**src/rtl/clint_trap_ctrl.sv**
```systemverilog
// Core-local trap sequencer: ecall/ebreak/mret/async interrupt -> CSR write strobes -> fetch redirect.
// Optional macro CLINT_VECTORED_EN enables vectored async trap targets when mtvec[0]=1.
module clint_trap_ctrl #(
    parameter int unsigned DW      = 16,
    parameter int unsigned INT_NUM = 4
) (
    input  logic               clk,
    input  logic               rst_n,
    input  logic [DW-1:0]      ID_pc,
    input  logic               ID_ecall,
    input  logic               ID_ebreak,
    input  logic               ID_mret,
    input  logic               EX_jump,
    input  logic [DW-1:0]      EX_jump_addr,
    input  logic               EX_csr_we,
    input  logic [INT_NUM-1:0] int_req,
    input  logic [DW-1:0]      csr_mtvec,
    input  logic [DW-1:0]      csr_mepc,
    input  logic [DW-1:0]      csr_mstatus,
    input  logic               global_int_en,
    output logic [2:0]         int_we,
    output logic [DW-1:0]      int_mepc,
    output logic [DW-1:0]      int_mcause,
    output logic [DW-1:0]      int_mstatus,
    output logic               int_hold,
    output logic               int_jump,
    output logic [DW-1:0]      int_jump_addr
);

    localparam logic [DW-1:0] CAUSE_INT    = {1'b1, {(DW-1){1'b0}}};
    localparam logic [DW-1:0] CAUSE_ECALL  = DW'(11);
    localparam logic [DW-1:0] CAUSE_EBREAK = DW'(3);

    typedef enum logic [1:0] {IDLE, WRITE, JUMP} state_t;

    state_t        state;
    logic          trap_q;
    logic [DW-1:0] cause_q;
    logic [DW-1:0] epc_q;
`ifdef CLINT_VECTORED_EN
    logic          async_q;
`endif

    logic          async_ev;
    logic          event_c;
    logic [DW-1:0] async_cause;
    logic [DW-1:0] trap_base;
    logic [DW-1:0] trap_addr;
    logic [DW-1:0] mstatus_nxt;

    // Lowest-index pending line wins: scan downwards so the last hit is the smallest index.
    always_comb begin
        async_cause = '0;
        for (int i = INT_NUM - 1; i >= 0; i--) begin
            if (int_req[i]) async_cause = CAUSE_INT | DW'(16 + i);
        end
    end

    assign async_ev = global_int_en & (|int_req);
    assign event_c  = ID_ecall | ID_ebreak | ID_mret | async_ev;

    always_ff @(posedge clk or negedge rst_n) begin
        if (!rst_n) begin
            state   <= IDLE;
            trap_q  <= 1'b0;
            cause_q <= '0;
            epc_q   <= '0;
`ifdef CLINT_VECTORED_EN
            async_q <= 1'b0;
`endif
        end else begin
            case (state)
                IDLE: begin
                    if (event_c) begin
                        state  <= WRITE;
                        trap_q <= ID_ecall | ID_ebreak | ~ID_mret;
`ifdef CLINT_VECTORED_EN
                        async_q <= ~(ID_ecall | ID_ebreak | ID_mret);
`endif
                        if (ID_ecall) begin
                            cause_q <= CAUSE_ECALL;
                            epc_q   <= ID_pc;
                        end else if (ID_ebreak) begin
                            cause_q <= CAUSE_EBREAK;
                            epc_q   <= ID_pc;
                        end else if (ID_mret) begin
                            cause_q <= '0;
                            epc_q   <= '0;
                        end else begin
                            cause_q <= async_cause;
                            epc_q   <= EX_jump ? EX_jump_addr : ID_pc;
                        end
                    end
                end
                // EX owns the CSR port this cycle; retry the write next cycle.
                WRITE:   if (!EX_csr_we) state <= JUMP;
                JUMP:    state <= IDLE;
                default: state <= IDLE;
            endcase
        end
    end

    assign trap_base = csr_mtvec & ~DW'(3);

`ifdef CLINT_VECTORED_EN
    assign trap_addr = (async_q && csr_mtvec[0]) ? trap_base + (cause_q << 2) : trap_base;
`else
    assign trap_addr = trap_base;
`endif

    // Trap stacks MIE into MPIE and masks; mret restores MIE and sets MPIE.
    always_comb begin
        mstatus_nxt = csr_mstatus;
        if (trap_q) begin
            mstatus_nxt[7] = csr_mstatus[3];
            mstatus_nxt[3] = 1'b0;
        end else begin
            mstatus_nxt[3] = csr_mstatus[7];
            mstatus_nxt[7] = 1'b1;
        end
    end

    always_comb begin
        int_we        = 3'b000;
        int_mepc      = '0;
        int_mcause    = '0;
        int_mstatus   = '0;
        int_jump      = 1'b0;
        int_jump_addr = '0;
        int_hold      = (state != IDLE) | event_c;
        if (state == WRITE && !EX_csr_we) begin
            int_we      = trap_q ? 3'b111 : 3'b100;
            int_mstatus = mstatus_nxt;
            if (trap_q) begin
                int_mepc   = epc_q;
                int_mcause = cause_q;
            end
        end
        if (state == JUMP) begin
            int_jump      = 1'b1;
            int_jump_addr = trap_q ? trap_addr : csr_mepc;
        end
    end

endmodule
```
**config.mk**
```make
export PLATFORM = sky130hd
export DESIGN_NAME = clint_trap_ctrl
export DESIGN_NICKNAME = d
export VERILOG_FILES = /design/src/rtl/clint_trap_ctrl.sv
export SDC_FILE = /design/constraint.sdc
export NUM_CORES = 1
export LEC_CHECK = 0
export BUFFER_PORTS_ARGS = -buffer_cell sky130_fd_sc_hd__buf_4
export CORE_MARGIN = 2
export CORE_UTILIZATION = 34
export DETAILED_ROUTE_END_ITERATION = 7
export PLACE_DENSITY = 0.78
export SKIP_LAST_GASP = 1
export SLEW_MARGIN = 5
export SYNTH_ARGS = -nofsm -noshare
export SYNTH_HDL_FRONTEND = slang
export SYNTH_SLANG_ARGS = --single-unit
```
**constraint.sdc**
```tcl
create_clock -name clk -period 1.4 [get_ports clk]
set_input_delay 0.28 -clock clk [delete_from_list [all_inputs] [get_ports clk]]
set_output_delay 0.28 -clock clk [all_outputs]
set_load 0.005 [all_outputs]
```
==> results of run 1 <==
[stage by stage]
| step | util [%] | std cells | TNS (ns) | worst slack [ns] | instance area (sq um) |
|---|---|---|---|---|---|
| finish | 71.6 | 461 | -19.25 | -0.324 | 3610 |
| global route | 71.6 | 461 | -23.92 | -0.407 | 3610 |
| CTS | 66.4 | 454 | -17.48 | -0.309 | 3350 |
| detailed placement | 60.0 | 439 | -1.03 | -0.0896 | 3030 |
| global placement | 60.0 | 439 | -0.400 | -0.0825 | 3030 |
| floorplan | - | 230 | -0.0101 | -0.000955 | 1830 |
[registers in the layout (all words and copies together) (netlist names)]
signal,count
state,2
trap_q,1
epc_q,16
cause_q,4
[power groups by stage]
| stage | registers (mW) | clock network [mW] | logic (mW) |
|---|---|---|---|
| after floorplan | 1.10 | 0 | 1.34 |
| after global placement | 1.14 | 0 | 2.34 |
| after detailed placement | 1.16 | 0 | 2.40 |
| after CTS | 1.17 | 0.430 | 3.25 |
| after global routing | 1.21 | 0.464 | 3.98 |
| final | 1.17 | 0.419 | 3.74 |
[critical path, cell delays in order, from the launching register on]
cell and delay [ns]:
dfrtp_2 0.43, buf_4 0.16, buf_4 0.14, nor2_4 0.10, a21boi_4 0.24, buf_6 0.15
buf_12 0.10, mux2_4 0.29
[area by class of cell]
class                   count  area [sq um]
clock buffers               4          45.0
fillers                   383          1430
inverters                   3          11.3
multi-input cells         172          1220
flip-flops and latches     23           578
well taps                  70          87.6
repair buffers            189          1670
[repair_timing]
item | in CTS | in global routing
setup buffers | 3 | 7
pin swaps | 0 | 8
gates cloned | 7 | 1
hold buffers | 1 | 0
endpoints found under the setup margin | 69 | 78
gates resized for setup | 14 | 46
endpoints found under the hold margin | 23 | 0
[Yosys cell counts]
cell,instances,area [sq um]
a21boi_1,1,7.51
a21boi_2,1,11.3
a21oi_1,7,35.0
a22oi_1,2,15.0
a31oi_1,15,93.8
and2_1,15,93.8
and3_1,20,125
and3b_1,1,8.76
buf_1,1,3.75
buf_2,7,35.0
buf_4,13,97.6
buf_6,3,33.8
clkbuf_1,9,33.8
conb_1,1,3.75
dfrtp_1,23,576
inv_1,3,11.3
mux2_1,1,11.3
mux2i_1,14,140
nand2_1,15,56.3
nand2b_1,2,12.5
nand3_1,1,5.00
nor2_1,34,128
nor2_2,1,6.26
nor3_1,4,20.0
nor3b_1,4,30.0
nor3b_4,1,18.8
o21a_1,1,7.51
o21ai_0,16,80.1
o311ai_0,1,8.76
o32a_1,1,10.0
o41ai_4,1,27.5
or2_1,1,6.26
[routing by layer]
layer	vias up	share of wire (%)	track usage, %
met3	16	8.6	4.50
met1	1061	34	21.7
met4	0	2.1	6.63
li1	1075	-	-
met2	115	55	42.8
met5	-	0	0
[worst min-delay path by stage]
stage,slack (ns),to
3_5_place_dp,0.19,epc_q[10]
2_1_floorplan,-0.02,cause_q[0]
6_report,0.27,epc_q[11]
5_1_grt,0.26,epc_q[11]
3_3_place_gp,0.19,epc_q[10]
4_1_cts,0.27,epc_q[11]
[layout by cell type, fill, tap and decap left out, drive strengths merged]
cell / synthesis / routed
buf: 24 / 186
nor2: 35 / 35
dfrtp: 23 / 23
and3: 20 / 20
o21ai: 16 / 16
and2: 15 / 15
a31oi: 15 / 15
nand2: 15 / 15
mux2i: 14 / 14
conb: 1 / 11
a21oi: 7 / 7
nor3b: 5 / 5
clkbuf: 9 / 4
nor3: 4 / 4
inv: 3 / 3
nand2b: 2 / 3
a22oi: 2 / 2
bufbuf: 0 / 2
a21boi: 2 / 2
and3b: 1 / 1
o41ai: 1 / 1
nand3: 1 / 1
mux2: 1 / 1
or2: 1 / 1
o311ai: 1 / 1
o21a: 1 / 1
o32a: 1 / 1
dlygate4sd3: 0 / 1
[kinds of logic after synthesis]
group / after synthesis
AOI/OAI and AO/OA: 46
buffers and inverters: 36
DFF: 23
muxes: 15
other: 1
and+or+nand+nor: 99
==> results.yml, run 1 <==
run_status:
  status: "finished with violations"
  violations: "negative setup slack"
clock_network:
  clk_pin_slew_ns: 0.09
  cts_sinks: 23
  htreeDepth: 1
  clk_latency_ns: 0.26
  cts-buffers-inserted: 3
  clock_path_buffers: 2
  cts_root_buf: "clkbuf_8"
  tritoncts: "built"
synthesis:
  synthXorXnorAreaFrac_pct: 0
  syn_inst: 220
  yosys_register_bits: 23
  muxShareOfSynthArea_pct: 8.64
  synth_simple_gate_area_share_pct: 29.1
  ys_warn_count: 0
  synth_top_family_by_area: "simple AND/OR/NAND/NOR gates"
  yosysUniqueCellTypes: 32
  synth-seq-area-share_pct: 32.8
  synth_fa_ha_area_share_pct: 0
  netlist_area_sq_mm: 0.00175
  avgSynthCellArea_sq_um: 7.97
  synth-compound-area-share_pct: 16.9
detailed_routing:
  vias: 2267
  drt-pass1-iter-count: 4
  ant_nets: 0
  post_drt_wl_per_cell_um: 15.7
  route.detailed.drc: 0
  viasPerCell: 4.92
  wl_um: 7220
  dr.first_iter.drc_count: 59
setup_path:
  critPathKind: "reg -> reg"
  endpoint_kind: "register"
  rrSetupSlack_ns: -0.32
  cp.arrival_ns: 1.87
  worstPathMaxFanout: 3
  rr_startpoint: "state[1]"
  critPathRequiredTime_ns: 1.55
  cp-endpoint: "cause_q[3]"
  reg2reg_to: "cause_q[3]"
  rr_worst_depth: 7
  crit_path_start: "state[1]"
  critPathLaunchType: "register"
global_route:
  antenna_found_initial: 0
  grt_max_degree: 27
  grt_util_all_layers_pct: 21.4
  grt_pass1_vias: 2103
  grt_pass1_wl_um: 9330
  grt-ovfl-total: 0
sta:
  setup_ws_ns: -0.324
  period_minus_slack_ns: 1.72
  clock_skew_ns: 0.00434
  drv_slew: 0
  finalSetupViolCount: 77
  timing.fmax_ghz: 0.580
  final-hold-violation-count: 0
  fin_crit_sh_pct: 123
  rsz0062_at_grt: "yes"
  hold_slack_ns: 0.268
die:
  die_y_um: 75.8
  rows: 26
  die_w_um: 75.8
  dieArea_sq_mm: 0.00575
  initial_core_util_pct: 34.8
  ios: 161
  coreArea_sq_mm: 0.00504
placement:
  gp_congestion: 0.743
  post-dp-hpwl_um: 4750
  place.port_buffers: 147
finish:
  drive_gt1_share_pct: 57.0
  final_nets: 484
  diodes: 0
  area_delta_synth_final_pct: 106
power:
  power.share.sequential_pct: 21.9
  p_leak_nw: 1.83
  p_clk_share_pct: 7.9
  ir_worst_vdd_v: 0.00117
  p_comb_share_pct: 70.2
  total_power_mw: 5.32
  p_sw_share_pct: 34.7
  p_per_area_mw_per_mm2: 1480
  internal-power_mw: 3.48
  p_sw_mw: 1.85
worst_hold_path:
  hold_class: "in -> reg"
  min_path_cells: 3
  min_from: "EX_jump_addr[11]"
flow_run:
  max_cap_violations: 0
(Power assumes the default switching activity.)
==> inputs of run 2 (changes only) <==
CELL_PAD_IN_SITES_DETAIL_PLACEMENT = 0   (was not set)
CELL_PAD_IN_SITES_GLOBAL_PLACEMENT = 1   (was not set)
CORE_UTILIZATION = 22   (was 34)
PLACE_DENSITY = not set   (was 0.78)
PLACE_DENSITY_LB_ADDON = 0.1   (was not set)
==> run 2 against run 1 <==
  * The run still ends with negative setup slack left
  * Register-to-register slack improved by 0.19 ns
  * Critical path depth shrank 3
  * Total power is 14% lower
  * Sequential power about the same
  * Sequential share of layout area is 1.2 points higher
  * Worst setup slack worse by 0.0040 ns
  * Critical endpoint is now int_mepc[11]
  * Largest cell class unchanged
  * Largest power group unchanged
==> results.yml, run 2 (synthesis gave the netlist of run 1 again) <==
die:
  die_y_um: 93.3
  initial_core_util_pct: 22.7
  rows: 32
  die_w_um: 93.3
  dieArea_sq_mm: 0.00870
  ios: 161
  coreArea_sq_mm: 0.00773
setup_path:
  cp.arrival_ns: 1.45
  critPathRequiredTime_ns: 1.12
  reg2reg_to: "cause_q[3]"
  rrSetupSlack_ns: -0.13
  worstPathMaxFanout: 29
  critPathKind: "reg -> out"
  rr_startpoint: "state[1]"
  critPathLaunchType: "register"
  endpoint_kind: "output pin"
  rr_worst_depth: 6
sta:
  final-hold-violation-count: 0
  period_minus_slack_ns: 1.73
  drv_slew: 0
  rsz0062_at_grt: "yes"
  setup_ws_ns: -0.328
  timing.fmax_ghz: 0.579
  clock_skew_ns: 0.00108
  hold_slack_ns: 0.255
  finalSetupViolCount: 77
  fin_crit_sh_pct: 123
power:
  internal-power_mw: 2.92
  power.share.sequential_pct: 25.2
  p_leak_nw: 1.78
  p_sw_share_pct: 36.0
  ir_worst_vdd_v: 0.000545
  p_clk_share_pct: 9.6
  p_per_area_mw_per_mm2: 1360
  p_sw_mw: 1.64
  total_power_mw: 4.56
  p_comb_share_pct: 65.2
finish:
  mostFrequentLayoutCell: "buf_4"
  final_nets: 476
  top_register: "epc_q"
  diodes: 0
  area_delta_synth_final_pct: 90.8
  utilization_pct: 43.3
  final_cells: 485
  layout_common_cells: "buf_4, nor2_1, dfrtp_1, and3_1, o21ai_0"
  top_regs: "epc_q x16, cause_q x4, state x2"
  drive_gt1_share_pct: 52.7
  largest_register_ff_count: 16
detailed_routing:
  vias: 2142
  drt-pass1-iter-count: 4
  post_drt_wl_per_cell_um: 14.0
  wl_um: 6810
  dr.first_iter.drc_count: 41
  route.detailed.drc: 0
  ant_nets: 0
  viasPerCell: 4.42
placement:
  gp_congestion: 0.757
  place.port_buffers: 147
  post-dp-hpwl_um: 4840
  dp_cells: 472
clock_network:
  cts-buffers-inserted: 3
  clock_path_buffers: 2
  htreeDepth: 1
  cts_sinks: 23
  cts_root_buf: "clkbuf_8"
  clk_latency_ns: 0.27
  tritoncts: "built"
  clk_pin_slew_ns: 0.09
run_status:
  status: "finished with violations"
  violations: "negative setup slack"
worst_hold_path:
  whs_endpoint: "epc_q[15]"
  min_path_cells: 3
  hold_class: "in -> reg"
  min_from: "EX_jump_addr[15]"
global_route:
  grt_pass1_wl_um: 9440
  grt_pass1_vias: 1922
  grt_util_all_layers_pct: 13.6
  antenna_found_initial: 0
  grt_max_degree: 35
  grt-ovfl-total: 0
flow_run:
  max_cap_violations: 0
## run 2: worst max-delay path by stage
| stage | from | to | slack [ns] | depth (start not counted) |
|---|---|---|---|---|
| 2_1_floorplan | state[1] | int_mepc[10] | -0.001 | 5 |
| 3_3_place_gp | int_req[1] | int_hold | -0.08 | 5 |
| 3_5_place_dp | int_req[1] | int_hold | -0.1 | 5 |
| 4_1_cts | state[1] | int_mepc[11] | -0.33 | 4 |
| 5_1_grt | state[1] | int_mepc[11] | -0.40 | 4 |
| 6_report | state[1] | int_mepc[11] | -0.33 | 4 |
## run 2: per-layer routing
layer	vias up	wire length (um)	track usage [%]
li1	1063	-	-
met1	973	2620	15.1
met2	100	3570	26.0
met3	6	538	2.34
met4	0	85	4.04
met5	-	0	0
## run 2: layout make-up
type                       instances  area, sq um
clock inverter                     1         5.00
tap                              102          128
fill                             776         4380
timing repair buffer             182         1510
multi-input combinational        171         1070
inverter                           3         11.3
sequential                        23          576
clock buffer                       3         41.3
## run 2: power by group through the flow
stage          Clock, mW  Sequential (mW)  Combinational, mW
2_1_floorplan          0             1.10               1.34
3_3_place_gp           0             1.15               2.39
3_5_place_dp           0             1.17               2.39
4_1_cts            0.455             1.15               2.50
5_1_grt            0.487             1.20               3.24
6_report           0.436             1.15               2.98
## run 2: what timing repair did
| item | CTS | global route |
|---|---|---|
| buffers inserted | 1 | 2 |
| pin swaps | 0 | 2 |
| endpoints found under the hold margin | 23 | 0 |
| hold buffers | 1 | 0 |
| gates cloned | 1 | 4 |
| gates resized for setup | 6 | 12 |
| setup endpoints to repair | 74 | 77 |
## run 2: stage by stage
step / setup TNS (ns) / cell area, sq um / worst slack, ns
floorplan: -0.0101 / 1830 / -0.000955
global placement: -0.429 / 3090 / -0.0782
detailed placement: -0.789 / 3090 / -0.0993
CTS: -14.64 / 3190 / -0.325
global route: -22.69 / 3340 / -0.398
finish: -17.57 / 3340 / -0.328
## run 2: critical path, stage by stage, from the launching register on
cell     delay [ns]
dfrtp_1        0.42
nor3b_4        0.26
buf_12         0.20
and3_1         0.18
buf_4          0.11
==> inputs of run 3 (changes only) <==
RECOVER_POWER = 25   (was not set)
==> run 3 against run 2 <==
  * The run still ends with negative setup slack left
  * Clock power hardly changed
  * Largest power group unchanged
  * Non-clock buffer count is the same
  * Final area about the same
  * Sequential cell count stayed put
  * Worst setup slack is the same
  * Sequential power is essentially flat
  * Count of clock-buffer cells in the layout is the same
  * Total power about the same
==> results.yml, run 3 (synthesis gave the netlist of run 1 again) <==
detailed_routing:
  wl_um: 6810
  viasPerCell: 4.42
  route.detailed.drc: 0
  drt-pass1-iter-count: 4
  post_drt_wl_per_cell_um: 14.0
  dr.first_iter.drc_count: 41
  ant_nets: 0
  vias: 2142
sta:
  finalSetupViolCount: 77
  timing.setup.tns_ns: -17.57
  fin_crit_sh_pct: 123
  period_minus_slack_ns: 1.73
  slew_headroom_pct: 58.9
  drv_slew: 0
  final-hold-violation-count: 0
  worstMarginPinSlew_ns: 0.617
  clock_skew_ns: 0.00108
  setup_ws_ns: -0.328
  timing.fmax_ghz: 0.579
  rsz0062_at_grt: "yes"
flow_run:
  max_cap_violations: 0
finish:
  final_cells: 485
  drive_gt1_share_pct: 52.7
  top_regs: "epc_q x16, cause_q x4, state x2"
  diodes: 0
  fillers: 777
  utilization_pct: 43.2
  top_register: "epc_q"
  layout_common_cells: "buf_4, nor2_1, dfrtp_1, and3_1, o21ai_0"
  largest_register_ff_count: 16
  area_delta_synth_final_pct: 90.6
  mostFrequentLayoutCell: "buf_4"
  final_cell_area_sq_mm: 0.00334
  final_nets: 476
setup_path:
  critPathRequiredTime_ns: 1.12
  cp.arrival_ns: 1.45
  endpoint_kind: "output pin"
  critPathKind: "reg -> out"
  worstPathMaxFanout: 29
  critPathLaunchType: "register"
die:
  coreArea_sq_mm: 0.00773
  die_y_um: 93.3
  rows: 32
  initial_core_util_pct: 22.7
  ios: 161
  dieArea_sq_mm: 0.00870
  die_w_um: 93.3
placement:
  dp_slack_ns: -0.0993
  gp_congestion: 0.757
  place.port_buffers: 147
  placed_cell_area_sq_mm: 0.00309
  post-dp-hpwl_um: 4840
  dp_cells: 472
clock_network:
  tritoncts: "built"
  cts-buffers-inserted: 3
  clk_pin_slew_ns: 0.09
  cts_sinks: 23
  clk_latency_ns: 0.27
  htreeDepth: 1
  cts_root_buf: "clkbuf_8"
  clock_path_buffers: 2
global_route:
  grt_pass1_wl_um: 9440
  grt-ovfl-total: 0
  grt_pass1_vias: 1922
  grt_util_all_layers_pct: 13.6
  grt_max_degree: 35
  antenna_found_initial: 0
power:
  p_per_area_mw_per_mm2: 1360
  p_leak_nw: 1.78
  ir_worst_vdd_v: 0.000545
run_status:
  violations: "negative setup slack"
  status: "finished with violations"
worst_hold_path:
  hold_class: "in -> reg"
[run 3: cell types whose count changed in the layout (fill, tap and decap cells not counted)]
cell and delta:
buf_4 -1, clkbuf_2 +1
[run 3: what timing repair did]
item	CTS	global route
resized for setup	6	12
hold buffers	1	0
setup buffers	1	2
gates cloned	1	4
hold endpoints to repair	23	0
endpoints found under the setup margin	74	77
pin swaps	0	2
[run 3: layout make-up]
type                       instances  area, sq um  share of cell area (%)
clock buffer                       3         41.3                    1.24
sequential                        23          576                    17.2
timing repair buffer             182         1510                    45.1
tap                              102          128                    3.82
clock inverter                     1         5.00                   0.150
inverter                           3         11.3                   0.337
multi-input combinational        171         1070                    32.1
[run 3: worst max-delay path, stage by stage (launching register included)]
cell and delay (ns):
dfrtp_1 0.42, nor3b_4 0.26, buf_12 0.20, and3_1 0.18
buf_4 0.11
[run 3: stage by stage]
step / total power, mW / hold WS (ns)
after floorplan: 2.44 / -0.0156
after global placement: 3.55 / 0.204
after detailed placement: 3.57 / 0.203
after CTS: 4.10 / 0.251
after global routing: 4.92 / 0.248
final: 4.56 / 0.255
[run 3: path summary, 6_finish.rpt]
check	endpoint	slack, ns	cells after the start	start
setup / recovery	int_mepc[11]	-0.33	4	state[1]
hold / removal	epc_q[15]	0.25	3	EX_jump_addr[15]
setup reg to reg	cause_q[3]	-0.13	6	state[1]
hold reg to reg	cause_q[0]	0.51	1	cause_q[0]
max in group asynchronous	cause_q[1]	0.45	2	rst_n
min in group asynchronous	epc_q[13]	0.55	2	rst_n
[run 3: report_power, final]
part | switching (mW) | leakage (nW) | internal, mW
combinational | 1.24 | 1.49 | 1.73
sequential | 0.163 | 0.258 | 0.986
clock | 0.237 | 0.0255 | 0.199
total | 1.64 | 1.78 | 2.92
[run 3: layer usage]
| layer | global-route usage (%) | vias up | part of all wire (%) |
|---|---|---|---|
| met2 | 26.0 | 100 | 52 |
| met4 | 4.04 | 0 | 1.2 |
| met5 | 0 | - | 0 |
| met1 | 15.1 | 973 | 38 |
| met3 | 2.34 | 6 | 7.9 |
| li1 | - | 1063 | - |
